File: src/rtl/out_reg_write_ctrl_pkg.sv
// Shared types and default sizes for the output register write controller.
// op_t is sized by the package defaults, so instances keep DATA_W/ADDR_W at or below them.
package out_reg_ctrl_pkg;

  localparam int N_REGS = 16;
  localparam int DATA_W = 8;
  localparam int ADDR_W = $clog2(N_REGS);
  localparam int CNT_W  = 2;

  typedef enum logic [1:0] {
    IDLE,
    SETUP,
    STROBE,
    HOLD
  } state_t;

  typedef struct packed {
    logic              clr;
    logic [ADDR_W-1:0] addr;
    logic [DATA_W-1:0] data;
  } op_t;

endpackage

File: src/rtl/out_reg_write_ctrl_arbiter.sv
// Round-robin arbiter with a registered one-hot grant.
// The pointer advances only when the granted requester is accepted.
module rr_arbiter #(
  parameter int N_REQ = 2
) (
  input  logic             clk,
  input  logic             rst,
  input  logic [N_REQ-1:0] req,
  input  logic             arb_en,
  input  logic             accept,
  output logic [N_REQ-1:0] grant
);

  localparam int IDX_W = (N_REQ > 1) ? $clog2(N_REQ) : 1;

  logic [IDX_W-1:0] last_q;
  logic [IDX_W-1:0] grant_idx;
  logic [N_REQ-1:0] win;

  // Walk from farthest to nearest so the requester just after last_q wins.
  always_comb begin
    win = '0;
    for (int k = N_REQ; k >= 1; k--) begin
      if (req[IDX_W'((int'(last_q) + k) % N_REQ)]) begin
        win = N_REQ'(1) << IDX_W'((int'(last_q) + k) % N_REQ);
      end
    end
  end

  always_comb begin
    grant_idx = '0;
    for (int i = 0; i < N_REQ; i++) begin
      if (grant[i]) grant_idx = IDX_W'(i);
    end
  end

  always_ff @(posedge clk or posedge rst) begin
    if (rst) begin
      grant  <= '0;
      last_q <= IDX_W'(N_REQ - 1);
    end else begin
      grant <= arb_en ? win : '0;
      if (accept) last_q <= grant_idx;
    end
  end

endmodule

File: src/rtl/out_reg_write_ctrl.sv
// Sequences arbitrated writes/clears into the strobe-clocked output register bank.
// Define OUT_REG_SHADOW_EN to add a shadow copy of the bank with a registered read port.
module out_reg_write_ctrl #(
  parameter int  N_REGS     = out_reg_ctrl_pkg::N_REGS,
  parameter int  DATA_W     = out_reg_ctrl_pkg::DATA_W,
  parameter int  N_REQ      = 2,
  parameter int  STROBE_CYC = 1,
  localparam int ADDR_W     = $clog2(N_REGS)
) (
  input  logic                     CLK,
  input  logic                     CLR,
  input  logic [N_REQ-1:0]         req_valid,
  output logic [N_REQ-1:0]         req_ready,
  input  logic [N_REQ-1:0]         req_clr,
  input  logic [N_REQ*ADDR_W-1:0]  req_addr,
  input  logic [N_REQ*DATA_W-1:0]  req_data,
  output logic [DATA_W-1:0]        bank_data,
  output logic [N_REGS-1:0]        bank_sel,
  output logic                     bank_clr,
  output logic                     busy,
  output logic                     wr_done,
  output logic                     addr_err
`ifdef OUT_REG_SHADOW_EN
  ,
  input  logic [ADDR_W-1:0]        rd_addr,
  output logic [DATA_W-1:0]        rd_data
`endif
);

  import out_reg_ctrl_pkg::*;

  state_t            state_q, state_d;
  op_t               op_q, op_in;
  logic [CNT_W-1:0]  cnt_q;
  logic              accept, arb_en, addr_ok;
  logic [DATA_W-1:0] data_d;
  logic [N_REGS-1:0] sel_d;
  logic              clr_d, busy_d, done_d, err_d;

  assign accept  = |(req_valid & req_ready);
  assign arb_en  = (state_q == IDLE) && (req_ready == '0);
  assign addr_ok = int'(op_q.addr) < N_REGS;

  rr_arbiter #(
    .N_REQ(N_REQ)
  ) u_arb (
    .clk   (CLK),
    .rst   (CLR),
    .req   (req_valid),
    .arb_en(arb_en),
    .accept(accept),
    .grant (req_ready)
  );

  // The payload comes from whichever requester currently holds the grant.
  always_comb begin
    op_in = '0;
    for (int i = 0; i < N_REQ; i++) begin
      if (req_ready[i]) begin
        op_in.clr  = req_clr[i];
        op_in.addr = req_addr[i*ADDR_W +: ADDR_W];
        op_in.data = req_data[i*DATA_W +: DATA_W];
      end
    end
  end

  always_ff @(posedge CLK or posedge CLR) begin
    if (CLR) begin
      state_q <= IDLE;
      cnt_q   <= '0;
      op_q    <= '0;
    end else begin
      state_q <= state_d;
      cnt_q   <= (state_q == STROBE) ? cnt_q + CNT_W'(1) : '0;
      if (accept) op_q <= op_in;
    end
  end

  always_comb begin
    state_d = state_q;
    case (state_q)
      IDLE:    if (accept) state_d = SETUP;
      SETUP:   state_d = STROBE;
      STROBE:  if (cnt_q == CNT_W'(STROBE_CYC - 1)) state_d = HOLD;
      HOLD:    state_d = IDLE;
      default: state_d = IDLE;
    endcase
  end

  // Outputs are decoded from the upcoming state and then registered, so the bank sees no glitches.
  always_comb begin
    data_d = bank_data;
    sel_d  = '0;
    clr_d  = 1'b0;
    done_d = 1'b0;
    err_d  = 1'b0;
    busy_d = (state_d != IDLE) || (arb_en && (req_valid != '0));
    case (state_d)
      SETUP: if (!op_in.clr) data_d = op_in.data;
      STROBE: begin
        if (op_q.clr)    clr_d = 1'b1;
        else if (addr_ok) sel_d = N_REGS'(1) << op_q.addr;
        err_d = (state_q == SETUP) && !op_q.clr && !addr_ok;
      end
      HOLD:    done_d = 1'b1;
      default: ;
    endcase
  end

  always_ff @(posedge CLK or posedge CLR) begin
    if (CLR) begin
      bank_data <= '0;
      bank_sel  <= '0;
      bank_clr  <= 1'b0;
      busy      <= 1'b0;
      wr_done   <= 1'b0;
      addr_err  <= 1'b0;
    end else begin
      bank_data <= data_d;
      bank_sel  <= sel_d;
      bank_clr  <= clr_d;
      busy      <= busy_d;
      wr_done   <= done_d;
      addr_err  <= err_d;
    end
  end

`ifdef OUT_REG_SHADOW_EN
  logic [DATA_W-1:0] shadow_q [N_REGS];

  always_ff @(posedge CLK or posedge CLR) begin
    if (CLR) begin
      for (int i = 0; i < N_REGS; i++) shadow_q[i] <= '0;
      rd_data <= '0;
    end else begin
      if (state_q == HOLD) begin
        if (op_q.clr) begin
          for (int i = 0; i < N_REGS; i++) shadow_q[i] <= '0;
        end else if (addr_ok) begin
          shadow_q[op_q.addr] <= op_q.data;
        end
      end
      rd_data <= (int'(rd_addr) < N_REGS) ? shadow_q[rd_addr] : '0;
    end
  end
`endif

endmodule

File: config.mk
export PLATFORM = sky130hd
export DESIGN_NAME = out_reg_write_ctrl
export DESIGN_NICKNAME = d
export VERILOG_FILES = /design/src/rtl/out_reg_write_ctrl_pkg.sv /design/src/rtl/out_reg_write_ctrl_arbiter.sv /design/src/rtl/out_reg_write_ctrl.sv
export SDC_FILE = /design/constraint.sdc
export NUM_CORES = 1
export LEC_CHECK = 0
export CAP_MARGIN = 20
export CORE_AREA = 8 8 89 91
export DETAILED_ROUTE_END_ITERATION = 10
export DIE_AREA = 0 0 97 99
export PLACE_DENSITY_LB_ADDON = 0.08
export SLEW_MARGIN = 20
export SYNTH_ARGS = -nofsm -noshare
export SYNTH_HDL_FRONTEND = slang
export SYNTH_SLANG_ARGS = --single-unit
File: constraint.sdc
create_clock -name CLK -period 2.9 [get_ports CLK]
set_input_delay 0.29 -clock CLK [delete_from_list [all_inputs] [get_ports CLK]]
set_output_delay 0.29 -clock CLK [all_outputs]
set_load 0.02 [all_outputs]
# ---- Word level (Yosys, flattened, before mapping)
# Cells that the tools add are included.
dict set report word_totals {
  register_bits 39
  inputBits 30
  output_inout_bits 30
  wordCells 56
}
dict set report op_classes {
  addsub 3
  order_cmp 2
  eq_ne 6
  n_shift 3
  muxes 19
  n_bitwise 2
  n_reduce_logical 10
}
# cell n
set op_table {}
lappend op_table {{16-bit 2-to-1 mux} 2}
lappend op_table {{13-bit 2-to-1 mux} 2}
lappend op_table {{1-bit by 4-bit << shifter with 16-bit output (first input constant)} 1}
lappend op_table {{2-bit 2-to-1 mux} 6}
lappend op_table {{2-bit == test (second input constant)} 4}
lappend op_table {{1-bit 2-to-1 mux} 8}
lappend op_table {{2-bit case mux with 4 select lines} 1}
lappend op_table {{2-bit zero test} 3}
lappend op_table {{1-bit by 3-bit less-than comparator with 1-bit output (second input constant)} 2}
lappend op_table {{2-bit by 1-bit == test with 1-bit output (second input constant)} 2}
lappend op_table {{2-bit nonzero test} 2}
lappend op_table {{1-bit by 1-bit << shifter with 2-bit output (first input constant)} 2}
lappend op_table {{1-bit adder (second input constant)} 2}
lappend op_table {{2-bit by 1-bit adder with 2-bit output (second input constant)} 1}
lappend op_table {{2-bit AND} 1}
lappend op_table {{1-bit logical AND} 2}
lappend op_table {{2-bit AND reduction} 1}
lappend op_table {{2-bit OR reduction} 1}
lappend op_table {{1-bit logical OR} 1}
lappend op_table {{1-bit NOT} 1}

# ---- Logic depth before layout (Yosys ltp)
# Gate-level depths: netlist of the first run.
dict set report logic_depth {
  word_depth 7
  depth_mapped 7
  ltp_nobuf 6
}

# ---- By module
# A second synthesis of the first run with hierarchy kept.
dict set report hier_totals {
  hier_cells 142
  area_unflattened_um2 1627.8
}
# module n_inst cells_per_inst area_each_um2 seq_area_each_um2
set modules_own_cells {}
lappend modules_own_cells {out_reg_write_ctrl 1 134 1510.2 900.9}
lappend modules_own_cells {rr_arbiter 1 8 117.6 76.3}

# ---- Worst setup path before layout of the first run
# Ideal clock, no wire load.
dict set report synth_timing {
  path_type {register to register}
  start {reg state_q[0]}
  end {reg bank_data[0]}
  setup_time_ns 0.074
  arrival_ns 1.536
  required_time_ns 2.826
  path_slack_ns 1.289
  path_stages_with_launch 7
  path_buffers 1
  synth_period_minus_slack_ns 1.611
  path_cell_list {dfrtp_1 inv_1 ha_1 a221o_1 or2_1 buf_6 o21ai_2}
}
dict set report synth_between {
  elab_chain_len 4
  elab_cells_between_ends 9
  classes_between {4 x eq/ne; 3 x mux; 2 x reduce/logical}
}
# item line_no
set synth_rtl {}
lappend synth_rtl {{start, declared} out_reg_write_ctrl.sv:32} ;# state_t state_q, state_d;
lappend synth_rtl {{start signal, assigned} out_reg_write_ctrl.sv:73} ;# state_q <= state_d;
lappend synth_rtl {{2-bit == test, or another cell as far along} out_reg_write_ctrl.sv:81} ;# case (state_q)
lappend synth_rtl {{2-bit case mux with 4 select lines *} out_reg_write_ctrl.sv:81}
lappend synth_rtl {{via state_d[1]} out_reg_write_ctrl.sv:32}
lappend synth_rtl {{2-bit by 1-bit == test with 1-bit output *} out_reg_write_ctrl.sv:98} ;# case (state_d)
lappend synth_rtl {{2-bit AND reduction (no source line) *} --}
lappend synth_rtl {{end signal, assigned} out_reg_write_ctrl.sv:119} ;# bank_data <= data_d;
lappend synth_rtl {{end, declared} out_reg_write_ctrl.sv:17} ;# output logic [DATA_W-1:0] bank_data,
# Mark *: on every way through the listed nets, which the timed path passes. The rest lies on a longest branch.
# A chain may end at the register's enable or synchronous reset.

# ---- Worst setup path after layout of the first run
dict set report layout_timing {
  start {reg state_q[0]}
  end {reg bank_data[3]}
}
dict set report layout_between {
  elab_chain_len 4
  elab_cells_between_ends 9
  classes_between {4 x eq/ne; 3 x mux; 2 x reduce/logical}
}
# item line_no
set layout_rtl {}
lappend layout_rtl {{2-bit == test, or another cell as far along} out_reg_write_ctrl.sv:81}
lappend layout_rtl {{2-bit case mux with 4 select lines *} out_reg_write_ctrl.sv:81}
lappend layout_rtl {{2-bit by 1-bit == test with 1-bit output *} out_reg_write_ctrl.sv:98}
lappend layout_rtl {{2-bit AND reduction (no source line) *} --}
# Mark *: on every way between the ends. The rest lies on a longest branch, timed or not.

==> flow_summary_export.csv, run 1 <==
group,metric,value,unit
outcome,status,"finished clean",
place,gp_congestion,0.692,
sta,worst_pin_slew,0.992,ns
place,io_buffer_count,58,
synth,synth-seq-cells,39,
floorplan,die_area,0.00960,mm²
sta,max-slew-margin-rel,33.9,%
cts,ctsResizeCount,0,
synth,synth_area_leaders,"dfrtp_1 (59%), a22oi_1 (6.1%), o21ai_2 (4.4%)",
synth,ys.flop_type,"dfrtp_1",
cts,post-cts-setup-buffer-count,0,
cts,cts_buffer_depth,2,
worst_setup_path,critPathMaxFanout,16,
synth,synth_top_family_by_area,"compound AO/OA/AOI/OAI gates",
drt,wl_per_cell,14.5,µm
floorplan,ioPinCount,60,
drt,vias,1197,
finish,area_growth,46.8,%
sta,fin_crit_sh,77.3,%
cts,cts_hold_buf,0,
sta,final_max_slew_viol_count,0,
sta,setup-violations-final,0,
power_and_ir_drop,p_comb_share,39.8,%
worst_setup_path,critPathKind,"flip-flop to flip-flop",
worst_setup_path,worstPathRequired,3.07,ns
drt,postRouteAntennaNets,0,
synth,yosysWarningCount,0,
sta,hold_viol_final,0,
synth,synth_common_cells,"dfrtp_1 (38), nor2_1 (15), a22oi_1 (13), o21ai_0 (13)",
floorplan,die_h,99,µm
synth,synth_top_area_share,59.5,%
finish,diodes,0,
global_route,grt_use_total,8.89,%
synth,synth-adder-area-share,2.35,%
drt,avgViaCountPerCell,4.28,
place,place_hpwl,3180,µm
global_route,grt_pass1_wl,6940,µm
global_route,grt_max_degree,40,
finish,drive_gt1_share,10.5,%
synth,synth_xor_area_share,0,%
finish,nets,232,
sta,fin_ws,0.657,ns
power_and_ir_drop,switchingPower,0.806,mW
drt,drc,0,
drt,drt_pass1_iterations,4,
synth,synth_mux_area_share,0.704,%
cts,clk_pin_slew,0.07,ns
worst_setup_path,arrival,2.41,ns
synth,synth_most_common_cell,"dfrtp_1",
synth,synth_cells,141,
drt,drtIter0Drc,11,
synth,synth_edf_count,0,
worst_setup_path,worstSetupEndpointType,"flip-flop",
power_and_ir_drop,p_int,1.30,mW
sta,rsz0062_at_grt,"false",
hold_path,hold_class,"input port to asynchronous set/reset pin",
synth,synth-compound-area-share,17.1,%
place,place_ws,0.609,ns
synth,postSynthAreaPerCell,11.3,µm²
cts,cts.htree.levels,2,
floorplan,initial_core_util,24.3,%
power_and_ir_drop,power_frac_seq,38.9,%
synth,syn_nets,174,
global_route,first_global_vias,1356,
global_route,grt_antenna_before_repair,0,
power_and_ir_drop,vdd_drop_max,321,µV
run,drv_cap,0,
sta,fin_tns_setup,0,ns
drt,drt_wl_total,4060,µm
sta,fmax,446,MHz
sta,min_period,2.24,ns
synth,synth-simple-area-share,12.9,%
synth,synth_cell_type_count,32,
power_and_ir_drop,p_per_area,895,mW/mm²
synth,synth_area,0.00160,mm²
power_and_ir_drop,p_clk_share,21.4,%
cts,cts-root-buf,"clkbuf_8",
power_and_ir_drop,p_sw_share,38.4,%
cts,cts.sinks,39,
synth,synth-seq-area-share,61.1,%
global_route,grt.overflow.total,0,
synth,async_flop_share,100,%
power_and_ir_drop,leakagePower,0.986,nW
cts,worstSkewPairLatency,0.29,ns
synth,synth_top_area_cell,"dfrtp_1",
sta,skew,0.00348,ns
worst_setup_path,start_kind,"flip-flop",
cts,cts_tree,"yes",
floorplan,rows,30,
floorplan,fp.coreArea,0.00657,mm²
cts,cts_buffers,5,
floorplan,die_x,97,µm
routing by layer:
| layer | vias to the layer above | GRT usage, % | routed length, µm |
|---|---|---|---|
| met1 | 550 | 10.3 | 1790 |
| met4 | 0 | 2.84 | 48 |
| met5 | - | 0 | 0 |
| li1 | 597 | - | - |
| met2 | 45 | 14.4 | 1950 |
| met3 | 5 | 3.78 | 273 |
logic make-up (layout without fill, tap and decap cells):
family | after synthesis | after routing
simple gates | 41 | 41
other cells | 1 | 1
compound gates | 39 | 39
buf+inv | 17 | 76
fa+ha+maj | 3 | 3
flops | 39 | 39
mux | 1 | 1
path summary, 6_finish.rpt:
check | start | to | slack [ns] | depth (start not counted)
max | state_q[0] | bank_data[3] | 0.66 | 6
min | CLR | cnt_q[1] | 0.41 | 3
max reg2reg | state_q[0] | bank_data[3] | 0.66 | 6
min reg2reg | cnt_q[0] | cnt_q[0] | 0.42 | 1
max in group asynchronous | CLR | u_arb.last_q | 2.12 | 3
min in group CLK | cnt_q[0] | cnt_q[0] | 0.42 | 1
power by group through the flow:
stage	clock, mW	combinational, mW	sequential [mW]
floorplan	0	0.513	0.867
detailed placement	0	0.850	0.829
global route	0.488	0.929	0.845
finish	0.449	0.836	0.816
CTS	0.464	0.857	0.820
global placement	0	0.835	0.825
stage by stage:
stage,cells,power (mW),util (%),hold WS [ns],cell area (µm²)
CTS,280,2.14,35.7,0.430,2350
global placement,272,1.66,34.0,0.414,2230
finish,280,2.10,35.7,0.414,2350
floorplan,141,1.38,-,0.398,1600
detailed placement,272,1.68,34.0,0.418,2230
global route,280,2.26,35.7,0.473,2350
critical path: stages, from the launching register on:
cell and delay [ns]:
dfrtp_1 0.37, inv_1 0.07, ha_1 0.21, o21a_1 0.10, o2bb2ai_1 0.78, or2_1 0.48
o21ai_2 0.11
cell usage in the layout, fill, tap and decap left out, types with 2 or more instances in the layout:
cell / n
nand2b_1: 2
a22oi_1: 13
o21ai_2: 8
buf_4: 2
nand3_1: 2
o21ai_0: 13
clkdlybuf4s50_1: 58
dfrtp_1: 38
nor2b_1: 2
inv_1: 8
clkbuf_8: 5
nor2_1: 15
ha_1: 3
nand2_1: 6
nor3_1: 6
sequential cells by signal, summed over array words and instances (netlist names):
name	cells
bank_data	8
busy	1
state_q	2
wr_done	1
bank_sel	16
u_arb.last_q	1
op_q	5
u_arb.grant	2
bank_clr	1
cnt_q	2
final cells by class:
| type | instances | area, µm² |
|---|---|---|
| Fill cell | 662 | 4220 |
| Inverter | 8 | 30.0 |
| Sequential cell | 39 | 977 |
| Timing Repair Buffer | 60 | 596 |
| Clock buffer | 5 | 68.8 |
| Clock inverter | 3 | 43.8 |
| Tap cell | 80 | 100 |
| Multi-Input combinational cell | 85 | 532 |
No activity file was read; power rests on OpenSTA's default activity.
==> run 2, diff against run 1 <==
==> constraint.sdc (replaced) <==
create_clock -name CLK -period 2.35 [get_ports CLK]
set_input_delay 0.235 -clock CLK [delete_from_list [all_inputs] [get_ports CLK]]
set_output_delay 0.235 -clock CLK [all_outputs]
set_load 0.02 [all_outputs]
==> run 2 against run 1 <==
Compared with the run above:
- clock skew grew 0.0011 ns
- setup slack lost 0.15 ns
- global-route usage is 0.34 points lower
- largest cell class unchanged
- critical endpoint is now bank_data[4]
- first-iteration DRC count up 130%
- critical path depth fell by 1
- via count rose by 2.8%
- combinational power up 33%
- utilization hardly changed
- wire length decreased by 1.1%
- hold slack lost 0.045 ns
==> flow_summary_export.csv, run 2 (same netlist as run 1, synthesis figures left out) <==
group,metric,value,unit
floorplan,die_h,99,µm
cts,ctsResizeCount,0,
worst_setup_path,worstRegToRegCells,5,
drt,postRouteAntennaNets,0,
drt,drc,0,
sta,fin_tns_setup,0,ns
sta,rsz0062_at_grt,"false",
floorplan,rows,30,
hold_path,hold_class,"input port to asynchronous set/reset pin",
sta,fin_crit_sh,78.4,%
global_route,grt_max_degree,40,
global_route,grt.overflow.total,0,
sta,min_period,1.84,ns
sta,hold_viol_final,0,
power_and_ir_drop,p_per_area,1080,mW/mm²
power_and_ir_drop,leakagePower,0.983,nW
global_route,first_global_vias,1397,
cts,cts_hold_buf,0,
drt,drt_wl_total,4010,µm
finish,reg.largest.list,"bank_sel (16), bank_data (8), op_q (5)",
cts,cts-root-buf,"clkbuf_8",
outcome,status,"finished clean",
worst_setup_path,r2r-end,"bank_data[4]",
power_and_ir_drop,p_total,2.54,mW
worst_setup_path,r2r-start,"state_q[0]",
sta,setup-violations-final,0,
cts,cts_tree,"yes",
finish,largest_reg_flops,16,
worst_setup_path,critPathKind,"flip-flop to flip-flop",
cts,post-cts-setup-buffer-count,0,
worst_setup_path,arrival,2.06,ns
floorplan,initial_core_util,24.3,%
floorplan,die_x,97,µm
finish,final_common_cell,"clkdlybuf4s50_1",
cts,cts.sinks,39,
finish,nets,235,
finish,fillers,661,
worst_setup_path,start_kind,"flip-flop",
floorplan,fp.coreArea,0.00657,mm²
drt,drtIter0Drc,25,
floorplan,die_area,0.00960,mm²
floorplan,ioPinCount,60,
finish,largest-register,"bank_sel",
power_and_ir_drop,vdd_drop_max,372,µV
finish,regArea,977,µm²
place,gp_congestion,0.699,
sta,skew,0.00456,ns
cts,cts_buffer_depth,2,
finish,area_growth,46.7,%
finish,diodes,0,
worst_setup_path,worstPathRequired,2.57,ns
global_route,grt_use_total,8.54,%
place,place_hpwl,3150,µm
cts,worstSkewPairLatency,0.29,ns
cts,cts.htree.levels,2,
worst_setup_path,critPathMaxFanout,9,
sta,final_max_slew_viol_count,0,
finish,multi_input_area,532,µm²
cts,cts_buffers,5,
finish,final_cell_mix,"clkdlybuf4s50_1 (58), dfrtp_1 (38), nor2_1 (15)",
worst_setup_path,worstSetupEndpointType,"flip-flop",
finish,drive_gt1_share,11.8,%
drt,drt_pass1_iterations,4,
sta,fmax,543,MHz
worst_setup_path,r2r_slack,0.51,ns
run,drv_cap,0,
global_route,grt_antenna_before_repair,0,
place,io_buffer_count,58,
cts,clk_pin_slew,0.08,ns
drt,avgViaCountPerCell,4.35,
drt,wl_per_cell,14.2,µm
drt,vias,1230,
global_route,grt_pass1_wl,6700,µm
==> run 2: cell count changes in the layout (fill, tap and decap cells not counted), sizes merged <==
cell,delta
buf,+3
bufinv,-1
clkinv,-1
clkinvlp,+2
==> run 2: metrics by stage <==
stage / cells / hold WS (ns) / setup WS [ns] / util [%] / area, µm²
floorplan: 141 / 0.343 / 0.739 / - / 1600
global placement: 275 / 0.416 / 0.470 / 34.4 / 2260
detailed placement: 275 / 0.422 / 0.411 / 34.4 / 2260
CTS: 283 / 0.382 / 0.498 / 35.7 / 2350
global route: 283 / 0.426 / 0.372 / 35.7 / 2350
finish: 283 / 0.369 / 0.508 / 35.7 / 2350
==> run 2: where the power goes <==
part	switching (mW)	internal [mW]	leakage (nW)
logic	0.637	0.473	0.419
clock network	0.240	0.206	0.0402
registers	0.129	0.854	0.524
total	1.01	1.53	0.983
==> run 2: cell type report <==
class	instances	area share (%)
sequential	39	41.7
inverter	8	1.28
clock inverter	3	0.853
multi-input combinational	85	22.7
timing repair buffer	63	26.3
tap	80	4.27
clock buffer	5	2.93
==> run 2: worst max-delay path, cell delays in order, from the launching register on <==
cell     delay, ns
dfrtp_1       0.37
inv_1         0.07
ha_1          0.33
a221o_1       0.39
or2_1         0.43
o21ai_2       0.19
==> run 2: how the worst max path moves through the flow <==
stage | start | endpoint | slack, ns | depth (start not counted)
floorplan | state_q[0] | bank_data[0] | 0.74 | 6
global placement | req_valid[0] | bank_data[1] | 0.47 | 6
detailed placement | req_valid[0] | bank_data[7] | 0.41 | 6
CTS | state_q[0] | bank_data[7] | 0.50 | 5
global route | state_q[0] | bank_data[7] | 0.37 | 5
finish | state_q[0] | bank_data[4] | 0.51 | 5
==> run 2: metal layers <==
| layer | vias to the layer above | track usage, % | part of all wire (%) |
|---|---|---|---|
| li1 | 605 | - | - |
| met2 | 48 | 12.9 | 45 |
| met4 | 0 | 2.49 | 0.92 |
| met5 | - | 0 | 0 |
| met1 | 573 | 9.83 | 44 |
| met3 | 4 | 5.25 | 10 |
==> run 3, diff against run 2 <==
==> constraint.sdc (replaced) <==
create_clock -name CLK -period 1.6 [get_ports CLK]
set_input_delay 0.16 -clock CLK [delete_from_list [all_inputs] [get_ports CLK]]
set_output_delay 0.16 -clock CLK [all_outputs]
set_load 0.02 [all_outputs]
==> run 3 against run 2 <==
Compared with the run above:
- utilization grew 2.2 points
- clock skew shrank 0.00099 ns
- highest routed layer unchanged
- critical path depth grew 2
- setup slack lost 0.41 ns
- register-to-register slack lost 0.41 ns
- design area grew 6.1%
- non-clock buffer count grew 9
- power grew 64%
- sequential cell count is the same
- die area is the same
- combinational power grew 84%
- via count grew 0.73%
==> flow_summary_export.csv, run 3 (same netlist as run 1, synthesis figures left out) <==
group,metric,value,unit
floorplan,fp.coreArea,0.00657,mm²
global_route,grt_max_degree,17,
place,numPlacedInstances,282,
power_and_ir_drop,p_per_area,1670,mW/mm²
global_route,grt_use_total,8.77,%
finish,final_common_cell,"clkdlybuf4s50_1",
cts,worstSkewPairLatency,0.29,ns
cts,cts.htree.levels,2,
run,drv_cap,0,
power_and_ir_drop,leakagePower,1.05,nW
finish,reg.largest.list,"bank_sel (16), bank_data (8), op_q (5)",
worst_setup_path,worstSetupEndpointType,"flip-flop",
global_route,grt_antenna_before_repair,0,
sta,hold_viol_final,0,
worst_setup_path,worstRegToRegCells,7,
power_and_ir_drop,vdd_drop_max,767,µV
worst_setup_path,critPathMaxFanout,5,
worst_setup_path,critPathKind,"flip-flop to flip-flop",
global_route,grt.overflow.total,0,
finish,final_cells,292,
worst_setup_path,max_stage_delay,0.37,ns
sta,min_period,1.50,ns
drt,wl_per_cell,14.3,µm
sta,fmax,667,MHz
finish,largest-register,"bank_sel",
drt,drtIter0Drc,10,
power_and_ir_drop,switchingPower,1.63,mW
worst_setup_path,arrival,1.71,ns
worst_setup_path,cp_num_buf_inv,2,
drt,vias,1239,
cts,cts_hold_buf,0,
place,place_hpwl,3290,µm
power_and_ir_drop,p_sw_share,39.3,%
power_and_ir_drop,p_clk_share,15.7,%
worst_setup_path,path_depth,7,
global_route,first_global_vias,1378,
drt,postRouteAntennaNets,0,
cts,cts_tree,"yes",
hold_path,hold_class,"input port to asynchronous set/reset pin",
floorplan,die_h,99,µm
worst_setup_path,worstPathRequired,1.81,ns
sta,setup-violations-final,0,
cts,cts-root-buf,"clkbuf_8",
floorplan,die_x,97,µm
outcome,status,"finished clean",
place,gp_congestion,0.737,
cts,cts.sinks,39,
worst_setup_path,start_kind,"flip-flop",
finish,diodes,0,
finish,nets,244,
sta,fin_crit_sh,93.7,%
finish,area_growth,55.7,%
drt,drc,0,
finish,drive_gt1_share,21.7,%
sta,skew,0.00357,ns
floorplan,ioPinCount,60,
cts,clk_pin_slew,0.08,ns
cts,cts_buffer_depth,2,
floorplan,die_area,0.00960,mm²
cts,cts_buffers,5,
floorplan,initial_core_util,24.3,%
finish,final_cell_mix,"clkdlybuf4s50_1 (57), dfrtp_1 (38), nor2_1 (14)",
global_route,grt_pass1_wl,6830,µm
finish,largest_reg_flops,16,
power_and_ir_drop,power_frac_seq,35.2,%
drt,drt_wl_total,4180,µm
place,io_buffer_count,58,
sta,final_max_slew_viol_count,0,
power_and_ir_drop,p_int,2.52,mW
worst_setup_path,crit_family,"compound AO/OA/AOI/OAI gates",
drt,drt_pass1_iterations,3,
floorplan,rows,30,
drt,avgViaCountPerCell,4.24,
worst_setup_path,crit_chain,"inv_2, ha_4, o21a_1, o2bb2ai_4, buf_6, nand4_1, nor3_1",
power_and_ir_drop,p_total,4.16,mW
worst_setup_path,crit_slowest_cell,"dfrtp_1",
power_and_ir_drop,p_comb_share,49.1,%
-- run 3: per-stage QoR --
step | hold slack, ns | util [%] | cell area, µm² | setup slack, ns | TNS (ns)
6_report | 0.174 | 37.9 | 2490 | 0.101 | 0
5_1_grt | 0.211 | 37.9 | 2490 | -0.00941 | -0.0244
4_1_cts | 0.183 | 36.8 | 2420 | 0.00357 | 0
3_5_place_dp | 0.422 | 35.2 | 2310 | -0.110 | -0.972
3_3_place_gp | 0.415 | 35.2 | 2310 | -0.0769 | -0.638
2_1_floorplan | 0.268 | - | 1600 | 0.00724 | 0
-- run 3: per-layer routing --
layer / GRT usage (%) / vias up / wire length [µm]
met5: 0 / - / 0
met4: 2.84 / 0 / 55
met3: 4.83 / 6 / 424
met2: 13.8 / 46 / 1870
met1: 9.88 / 566 / 1830
li1: - / 621 / -
-- run 3: power groups by stage --
| stage | Combinational, mW | Sequential [mW] | Clock, mW |
|---|---|---|---|
| detailed placement | 1.78 | 1.47 | 0 |
| floorplan | 0.929 | 1.57 | 0 |
| CTS | 1.89 | 1.46 | 0.687 |
| global placement | 1.77 | 1.46 | 0 |
| finish | 2.04 | 1.46 | 0.654 |
| global route | 2.26 | 1.51 | 0.731 |
-- run 3: worst paths after layout --
path	slack, ns	from	endpoint
min in group CLK	0.46	cnt_q[0]	cnt_q[0]
max reg2reg	0.10	cnt_q[0]	bank_sel[3]
max in group asynchronous	0.87	CLR	bank_sel[14]
min	0.17	CLR	cnt_q[0]
min reg2reg	0.46	cnt_q[0]	cnt_q[0]
max	0.10	cnt_q[0]	bank_sel[3]
-- run 3: repair_timing --
| item | CTS | global route |
|---|---|---|
| setup buffers | 0 | 2 |
| pin swaps | 1 | 5 |
| resized for setup | 15 | 12 |
| hold endpoints to repair | 0 | 0 |
| setup endpoints to repair | 13 | 25 |
-- run 3: layout make-up --
type / instances / area (µm²)
inverters: 8 / 30.0
repair buffers: 72 / 688
fillers: 655 / 4080
clock inverters: 3 / 20.0
well taps: 80 / 100
multi-input cells: 85 / 606
flip-flops and latches: 39 / 977
clock buffers: 5 / 68.8
